### src/rtl/spi_slave_if.sv
// rtl/spi_slave_if.sv - SPI mode-0 slave that turns 32-bit frames into register-bus cycles.
// Optional abort counter output o_err_cnt is built when SPI_SLAVE_ERR_CNT_EN is defined.
module spi_slave_if #(
    parameter int SYNC_STAGES = 2,
    parameter int RD_LAT      = 2
) (
    input  logic        clk,
    input  logic        rst,
    input  logic        i_sclk,
    input  logic        i_cs_n,
    input  logic        i_mosi,
    output logic        o_miso,
    output logic        o_miso_oe,
    output logic [15:0] o_addr,
    output logic [15:0] o_wdata,
    output logic        o_wr,
    input  logic [15:0] i_rdata,
    output logic        o_busy
`ifdef SPI_SLAVE_ERR_CNT_EN
    ,
    output logic [7:0]  o_err_cnt
`endif
);

    typedef enum logic [2:0] {
        IDLE,
        CMD,
        FETCH,
        RDATA,
        WDATA,
        DONE
    } state_t;

    localparam logic [2:0] LAT_END = 3'(RD_LAT);

    state_t                 state, state_n;
    logic [SYNC_STAGES-1:0] sclk_sync, cs_sync, mosi_sync, fill;
    logic                   sclk_q;
    logic                   sclk_s, cs_s, mosi_s, fill_done;
    logic                   rise, fall;
    logic                   armed;
    logic [5:0]             bit_cnt;
    logic [2:0]             lat_cnt;
    logic [14:0]            rx;
    logic [14:0]            tx;
    logic                   abort, do_addr, do_load, do_wr;

    assign sclk_s    = sclk_sync[SYNC_STAGES-1];
    assign cs_s      = cs_sync[SYNC_STAGES-1];
    assign mosi_s    = mosi_sync[SYNC_STAGES-1];
    assign fill_done = fill[SYNC_STAGES-1];
    assign rise      = sclk_s & ~sclk_q;
    assign fall      = ~sclk_s & sclk_q;

    // fill tracks when the chains hold real pad samples rather than reset values,
    // so a cs_n held low across reset is never mistaken for a falling edge.
    always_ff @(posedge clk) begin
        if (rst) begin
            sclk_sync <= '0;
            cs_sync   <= '1;
            mosi_sync <= '0;
            fill      <= '0;
            sclk_q    <= 1'b0;
        end else begin
            sclk_sync <= {sclk_sync[SYNC_STAGES-2:0], i_sclk};
            cs_sync   <= {cs_sync[SYNC_STAGES-2:0], i_cs_n};
            mosi_sync <= {mosi_sync[SYNC_STAGES-2:0], i_mosi};
            fill      <= {fill[SYNC_STAGES-2:0], 1'b1};
            sclk_q    <= sclk_s;
        end
    end

    always_comb begin
        state_n = state;
        abort   = 1'b0;
        do_addr = 1'b0;
        do_load = 1'b0;
        do_wr   = 1'b0;
        case (state)
            IDLE: begin
                if (armed && !cs_s) state_n = CMD;
            end
            CMD: begin
                if (cs_s) begin
                    abort   = 1'b1;
                    state_n = IDLE;
                end else if (rise && bit_cnt == 6'd15) begin
                    do_addr = 1'b1;
                    state_n = rx[14] ? WDATA : FETCH;
                end
            end
            FETCH: begin
                if (cs_s) begin
                    abort   = 1'b1;
                    state_n = IDLE;
                end else if (lat_cnt == LAT_END) begin
                    do_load = 1'b1;
                    state_n = RDATA;
                end
            end
            // The 32nd rise wins over a coincident cs_n rise.
            RDATA: begin
                if (rise && bit_cnt == 6'd31) begin
                    state_n = DONE;
                end else if (cs_s) begin
                    abort   = 1'b1;
                    state_n = IDLE;
                end
            end
            WDATA: begin
                if (rise && bit_cnt == 6'd31) begin
                    do_wr   = 1'b1;
                    state_n = DONE;
                end else if (cs_s) begin
                    abort   = 1'b1;
                    state_n = IDLE;
                end
            end
            DONE: begin
                if (cs_s) state_n = IDLE;
            end
            default: state_n = IDLE;
        endcase
    end

    always_ff @(posedge clk) begin
        if (rst) begin
            state     <= IDLE;
            armed     <= 1'b0;
            bit_cnt   <= '0;
            lat_cnt   <= '0;
            rx        <= '0;
            tx        <= '0;
            o_miso    <= 1'b0;
            o_miso_oe <= 1'b0;
            o_addr    <= '0;
            o_wdata   <= '0;
            o_wr      <= 1'b0;
            o_busy    <= 1'b0;
        end else begin
            state  <= state_n;
            o_busy <= (state_n != IDLE);
            o_wr   <= do_wr;

            if (state != IDLE)          armed <= 1'b0;
            else if (fill_done && cs_s) armed <= 1'b1;

            if (state == IDLE)                 bit_cnt <= '0;
            else if (rise && state != DONE)    bit_cnt <= bit_cnt + 6'd1;

            if (state == FETCH) lat_cnt <= lat_cnt + 3'd1;
            else                lat_cnt <= '0;

            if (rise && (state == CMD || state == WDATA)) rx <= {rx[13:0], mosi_s};

            if (do_addr) o_addr  <= {1'b0, rx[13:0], mosi_s};
            if (do_wr)   o_wdata <= {rx[14:0], mosi_s};

            // The fall right after the 16th rise keeps rdata[15] on the line:
            // shifting starts only once the master has sampled it.
            if (do_load) begin
                tx        <= i_rdata[14:0];
                o_miso    <= i_rdata[15];
                o_miso_oe <= 1'b1;
            end else if (state == RDATA && fall && bit_cnt > 6'd16) begin
                tx     <= {tx[13:0], 1'b0};
                o_miso <= tx[14];
            end

            if (state_n == IDLE || state_n == DONE) begin
                o_miso    <= 1'b0;
                o_miso_oe <= 1'b0;
            end
        end
    end

`ifdef SPI_SLAVE_ERR_CNT_EN
    always_ff @(posedge clk) begin
        if (rst) begin
            o_err_cnt <= '0;
        end else if (abort && (bit_cnt != 6'd0 || rise) && o_err_cnt != 8'hFF) begin
            o_err_cnt <= o_err_cnt + 8'd1;
        end
    end
`endif

endmodule

### config.mk
export PLATFORM = sky130hd
export DESIGN_NAME = spi_slave_if
export DESIGN_NICKNAME = d
export VERILOG_FILES = /design/src/rtl/spi_slave_if.sv
export SDC_FILE = /design/constraint.sdc
export NUM_CORES = 1
export LEC_CHECK = 0
export CAP_MARGIN = 20
export CELL_PAD_IN_SITES_DETAIL_PLACEMENT = 1
export CELL_PAD_IN_SITES_GLOBAL_PLACEMENT = 1
export CORE_MARGIN = 10
export CORE_UTILIZATION = 42
export CTS_BUF_LIST = sky130_fd_sc_hd__clkbuf_4 sky130_fd_sc_hd__clkbuf_8
export DETAILED_ROUTE_END_ITERATION = 16
export PLACE_DENSITY = 0.84
export SKIP_LAST_GASP = 1
export SYNTH_ARGS = -nofsm -noshare
export SYNTH_HDL_FRONTEND = slang
export SYNTH_SLANG_ARGS = --single-unit
### constraint.sdc
create_clock -name clk -period 2.2 [get_ports clk]
set_clock_uncertainty 0.05 [all_clocks]
set_input_delay 0.33 -clock clk [delete_from_list [all_inputs] [get_ports clk]]
set_output_delay 0.33 -clock clk [all_outputs]
set_load 0.05 [all_outputs]
# Yosys cells after proc, flatten, opt, wreduce, memory -nomap -nowiden
# Cells that the tools add are included.
# word_totals
word_cells	79
reg_bits	87
# classes
addsub	2
n_mux	22
bitwise_logic	5
n_reduce_logical	21
n_eq_ne	10
order_cmp	1
# ops
operator	n
15-bit 2-to-1 mux	2
3-bit 2-to-1 mux	8
3-bit case mux with 5 select lines	1
1-bit 2-to-1 mux	11
2-bit OR reduction	5
3-bit by 2-bit equality test with 1-bit output, second input constant	3
3-bit equality test, second input constant	3
1-bit logical AND	8
6-bit by 1-bit adder with 6-bit output, second input constant	1
6-bit by 4-bit equality test with 1-bit output, second input constant	1
6-bit by 5-bit equality test with 1-bit output, second input constant	1
6-bit by 5-bit greater-than comparator with 1-bit output, second input constant	1
3-bit logical NOT	2
3-bit nonzero test	2
3-bit by 1-bit adder with 3-bit output, second input constant	1
3-bit by 1-bit equality test with 1-bit output, second input constant	1
3-bit != test, second input constant	1
1-bit inverter	3
1-bit bitwise AND	2
1-bit logical OR	2
2-bit nonzero test	1
1-bit logical NOT	1

# Longest topological paths before layout
# Gate-level depths: netlist (run 1).
# logic_depth
word_depth	9
ltp_mapped	8
ltp_nobuf	8

# Least setup slack after synthesis (run 1)
# OpenSTA, ideal clock, no wires.
# synth_path
kind	register to register
startpoint	reg bit_cnt[0]
endpoint	reg o_miso_oe
period_less_slack_ns	1.964
path_slack_ns	0.236
setup_ns	0.121
t_arrival_ns	1.793
path_stages_with_launch	8
path_buffers	0
cell_sequence	dfxtp_1 -> ha_1 -> and4b_1 -> and3_4 -> and3_4 -> nor4_1 -> o221a_1 -> nor3_2
# synth_via
elab_chain_cells	8
elab_cells_between_ends	12
# synth_lines
element	line_no	source
start, declared	42	logic [5:0] bit_cnt;
start signal, assigned	149	else if (rise && state != DONE) bit_cnt <= bit_cnt + 6'd1;
6-bit by 4-bit equality test with 1-bit output	87	end else if (rise && bit_cnt == 6'd15) begin
1-bit logical AND	87	
3-bit 2-to-1 mux	87	
3-bit 2-to-1 mux	84	if (cs_s) begin
3-bit case mux with 5 select lines (*)	79	case (state)
3-bit equality test / 3-bit logical NOT (equally long branches)	170	if (state_n == IDLE || state_n == DONE) begin
1-bit logical OR (*)	170	
2-bit OR reduction (no source line) (*)	n/a	
end signal, assigned	135	o_miso_oe <= 1'b0;
end signal, assigned	164	o_miso_oe <= 1'b1;
end signal, assigned	172	o_miso_oe <= 1'b0;
end, declared	13	output logic o_miso_oe,
# Mark *: on every way between the ends. The rest lies on a longest branch, timed or not.
# A chain may end at the register's enable or synchronous reset.

# Worst setup path after layout (run 1)
# Same ends and word-level chain as after synthesis.

==> results of run 1 <==
worst min path at each step:
stage,startpoint,slack (ps),end
floorplan,cs_sync[0]$_SDFF_PP1_,340,cs_sync[1]$_SDFF_PP1_
global placement,cs_sync[0]$_SDFF_PP1_,350,cs_sync[1]$_SDFF_PP1_
detailed placement,cs_sync[0]$_SDFF_PP1_,370,cs_sync[1]$_SDFF_PP1_
CTS,rst,300,o_wdata[13]$_SDFFE_PP0P_
global route,rst,330,o_wr$_SDFF_PP0_
finish,rst,320,sclk_q$_SDFF_PP0_
layout by cell type (no fill, tap or decap), types with 2 or more instances in the layout:
cell,instances
xnor2_1,3
buf_12,2
nand2_1,7
buf_4,8
a21oi_1,4
nand3b_1,3
bufinv_16,4
nor2b_1,13
nor2_1,80
or3_1,2
or2_2,3
a22o_1,2
nor3_1,2
mux2i_1,60
clkdlybuf4s50_1,54
a211oi_1,14
dfxtp_1,86
nor3b_1,2
inv_1,5
nand4_1,2
and3_4,2
o21ai_0,2
ha_1,4
and2_1,2
nand4b_1,2
clkbuf_8,10
xor2_1,4
state kept, by name (all words and copies together), names as in the netlist:
signal,count
armed,1
bit_cnt,6
cs_sync,2
fill,2
lat_cnt,3
mosi_sync,2
o_addr,15
o_busy,1
o_miso,1
o_miso_oe,1
o_wdata,16
o_wr,1
rx,15
sclk_q,1
sclk_sync,2
state,3
tx,15
where the power goes:
group          internal [mW]  switching (mW)
registers               1.58         0.00571
clock network          0.910           0.600
logic                 0.0422          0.0431
critical path, stage by stage, from the launching register on:
cell	delay (ps)
dfxtp_2	350
ha_1	230
and4b_2	270
and3_4	210
and3_4	180
or3_1	340
o221a_1	290
nor3_2	140
metal layers:
metal | up-vias | part of all wire [%] | track usage (%)
li1 | 1296 | - | -
met1 | 1309 | 43 | 16.0
met2 | 38 | 52 | 25.5
met3 | 10 | 3.6 | 3.52
met4 | 0 | 1.4 | 5.99
met5 | - | 0 | 0
cells by family after synthesis:
family / Yosys count / share of synthesized area (%)
compound gates: 30 / 6.30
xor+xnor: 7 / 1.77
other cells: 1 / 0.109
fa+ha+maj: 4 / 1.45
simple gates: 131 / 18.5
mux: 60 / 17.4
flops: 87 / 50.4
buf+inv: 30 / 4.09
layout make-up:
class / count / area, um^2
inverter: 5 / 18.8
sequential: 87 / 1740
clock buffer: 10 / 138
clock inverter: 6 / 140
multi-input combinational: 233 / 1590
tap: 105 / 131
fill: 929 / 3690
timing repair buffer: 65 / 646
stage by stage:
step | hold WS [ps] | utilization [%] | worst slack [ps] | cells | instance area (um^2)
6_report | 316 | 54.4 | 91.7 | 511 | 4400
5_1_grt | 329 | 54.4 | 6.22 | 511 | 4400
4_1_cts | 305 | 54.3 | 60.2 | 511 | 4390
3_5_place_dp | 373 | 50.9 | 120 | 495 | 4120
3_3_place_gp | 349 | 50.9 | 189 | 495 | 4120
2_1_floorplan | 339 | - | 236 | 350 | 3460
==> impl_metrics.tcl, run 1 <==
set metrics [dict create \
    outcome "completed" \
    htree_levels 3 \
    drc 0 \
    ys.flop_type "dfxtp_1" \
    startpoint_type "flip-flop" \
    synth_nets 375 \
    grt_pass1_vias 2906 \
    hold_viol_final 0 \
    ys_warn_count 0 \
    portBuffers 55 \
    yosysMostFrequentCell "dfxtp_1" \
    viasPerCell 5.19 \
    rows 33 \
    ys_seq_area_share_pct 50.4 \
    ioPinCount 57 \
    cts_buffers 9 \
    drive_gt1_share_pct 9.85 \
    p_per_area_mw_per_mm2 723 \
    period_minus_slack_ps 2110 \
    leakage_nw 1.79 \
    synth-edff-count 0 \
    chipWidth_um 111 \
    syn_inst 350 \
    end_kind "flip-flop" \
    slew_headroom_pct 65.2 \
    startpoint "bit_cnt[0]$_SDFFE_PP0P_" \
    worst_r2r_path_depth 7 \
    fmax_ghz 0.474 \
    drv_slew 0 \
    cts-root-buf "clkbuf_8" \
    cts_sinks 87 \
    die-area_mm2 0.0123 \
    hold_buffers 0 \
    syn-cell-area_mm2 0.00346 \
    grt.total_usage_pct 14.4 \
    clk_pin_slew_ps 100 \
    die_h_um 111 \
    routedWlPerCell_um 17.5 \
    netlist_top_cells_count "dfxtp_1 (87), nor2_1 (80), mux2i_1 (60)" \
    first_iter_violations 64 \
    core_mm2 0.00809 \
    nNetsFinal 426 \
    num_vias 2653 \
    ys_async_sr_fraction_pct 0 \
    yosysTopAreaCell "dfxtp_1" \
    clock_latency_ps 360 \
    worstHoldPathCells 2 \
    rsz0062_at_grt "no" \
    yosys.area.top_type_share_pct 50.4 \
    r2r_start "bit_cnt[0]$_SDFFE_PP0P_" \
    initial_utilization_pct 42.7 \
    post-cts-setup-buffer-count 0 \
    min_path_type "primary input to flip-flop" \
    setup_viol 0 \
    report.power.total_mw 3.18 \
    finalCritPeriodShare_pct 95.8 \
    antenna_found_initial 0 \
    vdd_drop_max_mv 0.565 \
    drt-pass1-iter-count 6 \
    route.final.wire_length_um 8940 \
    syn_to_final_growth_pct 27.4 \
    avgSynthCellArea_um2 9.87 \
    clockBufferDepth 2 \
    cts-resized-gates 0 \
    antenna_cells 0 \
    cap_violations 0 \
    worstSetupPathType "flip-flop to flip-flop" \
    grt_pass1_wl_um 14800 \
    overflow 0 \
    synth_cell_type_count 46 \
    dp_hpwl_um 5800 \
    synthTopCellsByArea "dfxtp_1 (50%), mux2i_1 (17%), nor2_1 (8.7%), a211oi_1 (3.0%), nor2b_1 (2.4%)" \
    crit_fanout 6 \
    grt_max_degree 31 \
    gp_congestion 0.772 \
    synth-seq-cells 87 \
    crit_arrival_ps 2360 \
    rrSetupSlack_ps 90 \
    worstReg2RegEnd "o_miso_oe$_SDFFE_PP0P_" \
    required_ps 2450 \
    ant_nets 0 \
    tns_ps 0 \
    worst_pin_slew_ps 520 \
    crit_end "o_miso_oe$_SDFFE_PP0P_" \
    cts_tree "yes" \
]
Power figures use the tool's default switching activity.
==> run 2: changes to the inputs <==
Settings changed: GPL_TIMING_DRIVEN from default to 0.
==> impl_metrics.tcl, run 2 (synthesis results as in run 1) <==
set metrics [dict create \
    cap_violations 0 \
    cts_sinks 87 \
    rows 33 \
    viasPerCell 5.08 \
    internal_power_mw 2.42 \
    clockBufferDepth 2 \
    antenna_cells 0 \
    pwr-share-clk_pct 45.2 \
    die_h_um 111 \
    initial_utilization_pct 42.7 \
    final_area_mm2 0.00440 \
    seqPwrFrac_pct 51.9 \
    cts_tree "yes" \
    first_iter_violations 69 \
    report.power.total_mw 3.06 \
    largest_reg_flops 16 \
    crit_fanout 15 \
    fill_cells 933 \
    cts-root-buf "clkbuf_8" \
    syn_to_final_growth_pct 27.4 \
    startpoint_type "flip-flop" \
    end_kind "flip-flop" \
    holdWs_ps 347 \
    p_per_area_mw_per_mm2 694 \
    ioPinCount 57 \
    critPathSlowestCell "dfxtp_4" \
    num_vias 2657 \
    nNetsFinal 438 \
    dp_hpwl_um 6200 \
    worstSetupPathType "flip-flop to flip-flop" \
    clk_pin_slew_ps 90 \
    ant_nets 0 \
    hold_viol_final 0 \
    portBuffers 54 \
    p_switching_uw 638 \
    worst_pin_slew_ps 537 \
    drive_gt1_share_pct 9.33 \
    crit_arrival_ps 2310 \
    vdd_drop_max_mv 0.405 \
    slowest_delay_ps 380 \
    pwr-share-comb_pct 2.9 \
    htree_levels 3 \
    drv_slew 0 \
    chipWidth_um 111 \
    seq_area_mm2 0.00175 \
    period_minus_slack_ps 2130 \
    mostFrequentLayoutCells "dfxtp_1 (85), nor2_1 (80), mux2i_1 (59)" \
    slew_headroom_pct 64.1 \
    grt_pass1_vias 2896 \
    grt.total_usage_pct 14.4 \
    place_worst_setup_slack_ps -33.4 \
    finalCritPeriodShare_pct 96.9 \
    final_common_cell "dfxtp_1" \
    multi_input_area_mm2 0.00160 \
    gp_congestion 0.761 \
    route.final.wire_length_um 8870 \
    switching_share_pct 20.9 \
    overflow 0 \
    crit_path_cell_trace "ha_4 -> and4b_1 -> and3_4 -> nor3b_1 -> buf_6 -> mux2i_2 -> nor2_1" \
    outcome "completed" \
    dpl_cell_area_mm2 0.00413 \
    clock_latency_ps 350 \
    antenna_found_initial 0 \
    drc 0 \
    core_mm2 0.00809 \
    routedWlPerCell_um 17.0 \
    required_ps 2370 \
    min_path_type "primary input to flip-flop" \
    layout_setup_ws_ps 68.1 \
    drt-pass1-iter-count 4 \
    cts_buffers 9 \
    grt_pass1_wl_um 14700 \
    leakage_nw 1.77 \
    die-area_mm2 0.0123 \
    grt_max_degree 16 \
    regMostFlops "o_wdata" \
    hold_buffers 0 \
    setup_viol 0 \
    fmax_ghz 0.469 \
]
==> run 2: metal layers <==
metal	global-route usage [%]	vias up	part of all wire [%]
met1	16.2	1301	43
met2	25.2	45	52
met4	4.77	0	0.90
met5	0	-	0
li1	-	1305	-
met3	4.49	6	4.4
==> run 2: final timing paths <==
| path | startpoint | end | slack (ps) | cells past startpoint |
|---|---|---|---|---|
| max reg2reg | bit_cnt[0]$_SDFFE_PP0P_ | o_addr[12]$_SDFFE_PP0P_ | 70 | 7 |
| min reg2reg | cs_sync[0]$_SDFF_PP1_ | cs_sync[1]$_SDFF_PP1_ | 380 | 1 |
| max | bit_cnt[0]$_SDFFE_PP0P_ | o_addr[12]$_SDFFE_PP0P_ | 70 | 7 |
| min | rst | fill[0]$_DFF_P_ | 350 | 2 |
==> run 2: final cells by class <==
type	count	area share [%]
clock inverters	6	2.61
plain buffers	23	2.59
multi-input cells	233	36.3
repair buffers	54	12.3
flip-flops and latches	87	39.7
inverters	5	0.426
well taps	105	2.98
clock buffers	10	3.13
==> run 2: power by group through the flow <==
stage / combinational (mW) / clock [mW] / sequential (mW)
after floorplan: 0.0398 / 0 / 1.62
after global placement: 0.0865 / 0 / 1.62
after detailed placement: 0.0882 / 0 / 1.62
after CTS: 0.0901 / 1.40 / 1.59
after global routing: 0.0990 / 1.48 / 1.59
final: 0.0893 / 1.38 / 1.59
==> run 2: repair_timing <==
action,CTS,global route
gates resized for setup,2,8
pin swaps,0,1
setup buffers,0,0
setup endpoints to repair,8,32
==> run 2: per-stage QoR <==
stage	cells	setup TNS, ps	util [%]
2_1_floorplan	350	0	-
3_3_place_gp	509	0	51.0
3_5_place_dp	509	-63.7	51.0
4_1_cts	524	0	54.2
5_1_grt	523	-2.23	54.4
6_report	523	0	54.4
==> run 2: worst max-delay path: cells and delay by family, from the launching register on <==
kind / cells / cell delay [ps]
simple gates: 4 / 860
mux: 1 / 290
flops: 1 / 380
fa+ha+maj: 1 / 140
buf+inv: 1 / 270
==> run 3: changes to the inputs <==
Settings changed: GPL_ROUTABILITY_DRIVEN from default to 0, SKIP_CTS_REPAIR_TIMING from default to 1.
==> impl_metrics.tcl, run 3 (synthesis results as in run 1) <==
set metrics [dict create \
    outcome "completed" \
    finalCritPeriodShare_pct 97.3 \
    startpoint_type "flip-flop" \
    leakage_nw 1.80 \
    core_mm2 0.00809 \
    drc 0 \
    final_common_cell "dfxtp_1" \
    crit_path_cell_trace "ha_1 -> and4b_1 -> and3_4 -> nor3b_1 -> buf_4 -> buf_8 -> mux2i_4 -> nor2_1" \
    min_path_type "primary input to flip-flop" \
    drive_gt1_share_pct 10.2 \
    required_ps 2370 \
    period_minus_slack_ps 2140 \
    cap_violations 0 \
    cts_buffers 9 \
    largest_reg_flops 16 \
    num_vias 2718 \
    grt.total_usage_pct 14.3 \
    chipWidth_um 111 \
    antenna_found_initial 0 \
    die-area_mm2 0.0123 \
    holdWs_ps 363 \
    die_h_um 111 \
    viasPerCell 5.15 \
    crit_fanout 10 \
    initial_utilization_pct 42.7 \
    cts-root-buf "clkbuf_8" \
    slew_headroom_pct 62.9 \
    worstHoldPathCells 2 \
    fmax_ghz 0.467 \
    rsz0062_at_grt "yes" \
    drt-pass1-iter-count 4 \
    cts_tree "yes" \
    overflow 0 \
    clockBufferDepth 2 \
    hold_viol_final 0 \
    rows 33 \
    htree_levels 3 \
    clock_latency_ps 350 \
    clk_pin_slew_ps 90 \
    ant_nets 0 \
    p_per_area_mw_per_mm2 688 \
    antenna_cells 0 \
    syn_to_final_growth_pct 28.5 \
    fin_cells 528 \
    worstReg2RegEnd "o_addr[12]$_SDFFE_PP0P_" \
    mostFrequentLayoutCells "dfxtp_1 (86), nor2_1 (80), mux2i_1 (58)" \
    report.power.total_mw 3.06 \
    worstSetupPathType "flip-flop to flip-flop" \
    grt_max_degree 16 \
    min_from "rst" \
    end_kind "flip-flop" \
    rrSetupSlack_ps 60 \
    drv_slew 0 \
    nNetsFinal 443 \
    grt_pass1_wl_um 14600 \
    ioPinCount 57 \
    grt_pass1_vias 2908 \
    critPathSlowestCell "dfxtp_1" \
    regMostFlops "o_wdata" \
    route.final.wire_length_um 9060 \
    vdd_drop_max_mv 0.402 \
    first_iter_violations 69 \
    setup_viol 0 \
    portBuffers 54 \
    r2r_start "bit_cnt[1]$_SDFFE_PP0P_" \
    dp_hpwl_um 6200 \
    cts_sinks 87 \
    dpl.cell_count 509 \
    worst_pin_slew_ps 555 \
    worst_r2r_path_depth 8 \
    slowest_delay_ps 360 \
    hold_end "fill[0]$_DFF_P_" \
    routedWlPerCell_um 17.1 \
    crit_arrival_ps 2310 \
]
run 3: critical path: cells and delay by family, from the launching register on:
family / cells / cell delay [ps]
adders and majority gates: 1 / 200
and+or+nand+nor: 4 / 770
muxes: 1 / 250
DFF: 1 / 360
buffers and inverters: 2 / 370
run 3: area by class of cell:
type / instances / area, um^2
Buffer: 24 / 125
Tap cell: 105 / 131
Timing Repair Buffer: 58 / 571
Sequential cell: 87 / 1740
Inverter: 5 / 18.8
Clock buffer: 10 / 138
Fill cell: 926 / 3650
Multi-Input combinational cell: 233 / 1600
Clock inverter: 6 / 115
run 3: layer usage:
layer | track usage (%) | vias up | part of all wire, %
met5 | 0 | - | 0
met4 | 5.73 | 0 | 2.0
met3 | 4.55 | 15 | 4.8
met2 | 24.3 | 57 | 50
met1 | 16.2 | 1332 | 43
li1 | - | 1314 | -
run 3: worst max-delay path by stage:
stage | cells after the start | from | end
final | 8 | bit_cnt[1]$_SDFFE_PP0P_ | o_addr[12]$_SDFFE_PP0P_
after detailed placement | 8 | bit_cnt[0]$_SDFFE_PP0P_ | o_addr[11]$_SDFFE_PP0P_
after CTS | 8 | bit_cnt[0]$_SDFFE_PP0P_ | o_addr[12]$_SDFFE_PP0P_
after global routing | 7 | bit_cnt[0]$_SDFFE_PP0P_ | o_miso_oe$_SDFFE_PP0P_
after global placement | 7 | bit_cnt[0]$_SDFFE_PP0P_ | o_miso_oe$_SDFFE_PP0P_
after floorplan | 7 | bit_cnt[0]$_SDFFE_PP0P_ | o_miso_oe$_SDFFE_PP0P_
run 3: stage by stage:
step                setup TNS, ps  setup slack, ps  instance area [um^2]  util (%)
detailed placement          -63.7            -33.4                  4130      51.0
global route                 -145            -43.0                  4440      54.9
finish                          0             59.9                  4440      54.9
global placement                0             27.3                  4130      51.0
CTS                          -340             -110                  4380      54.1
floorplan                       0              236                  3460         -
run 3: where the power goes:
part | internal (mW) | switching (mW) | leakage, nW | total (mW)
registers | 1.58 | 0.00505 | 0.703 | 1.59
logic | 0.0435 | 0.0462 | 0.973 | 0.0897
clock network | 0.793 | 0.586 | 0.124 | 1.38
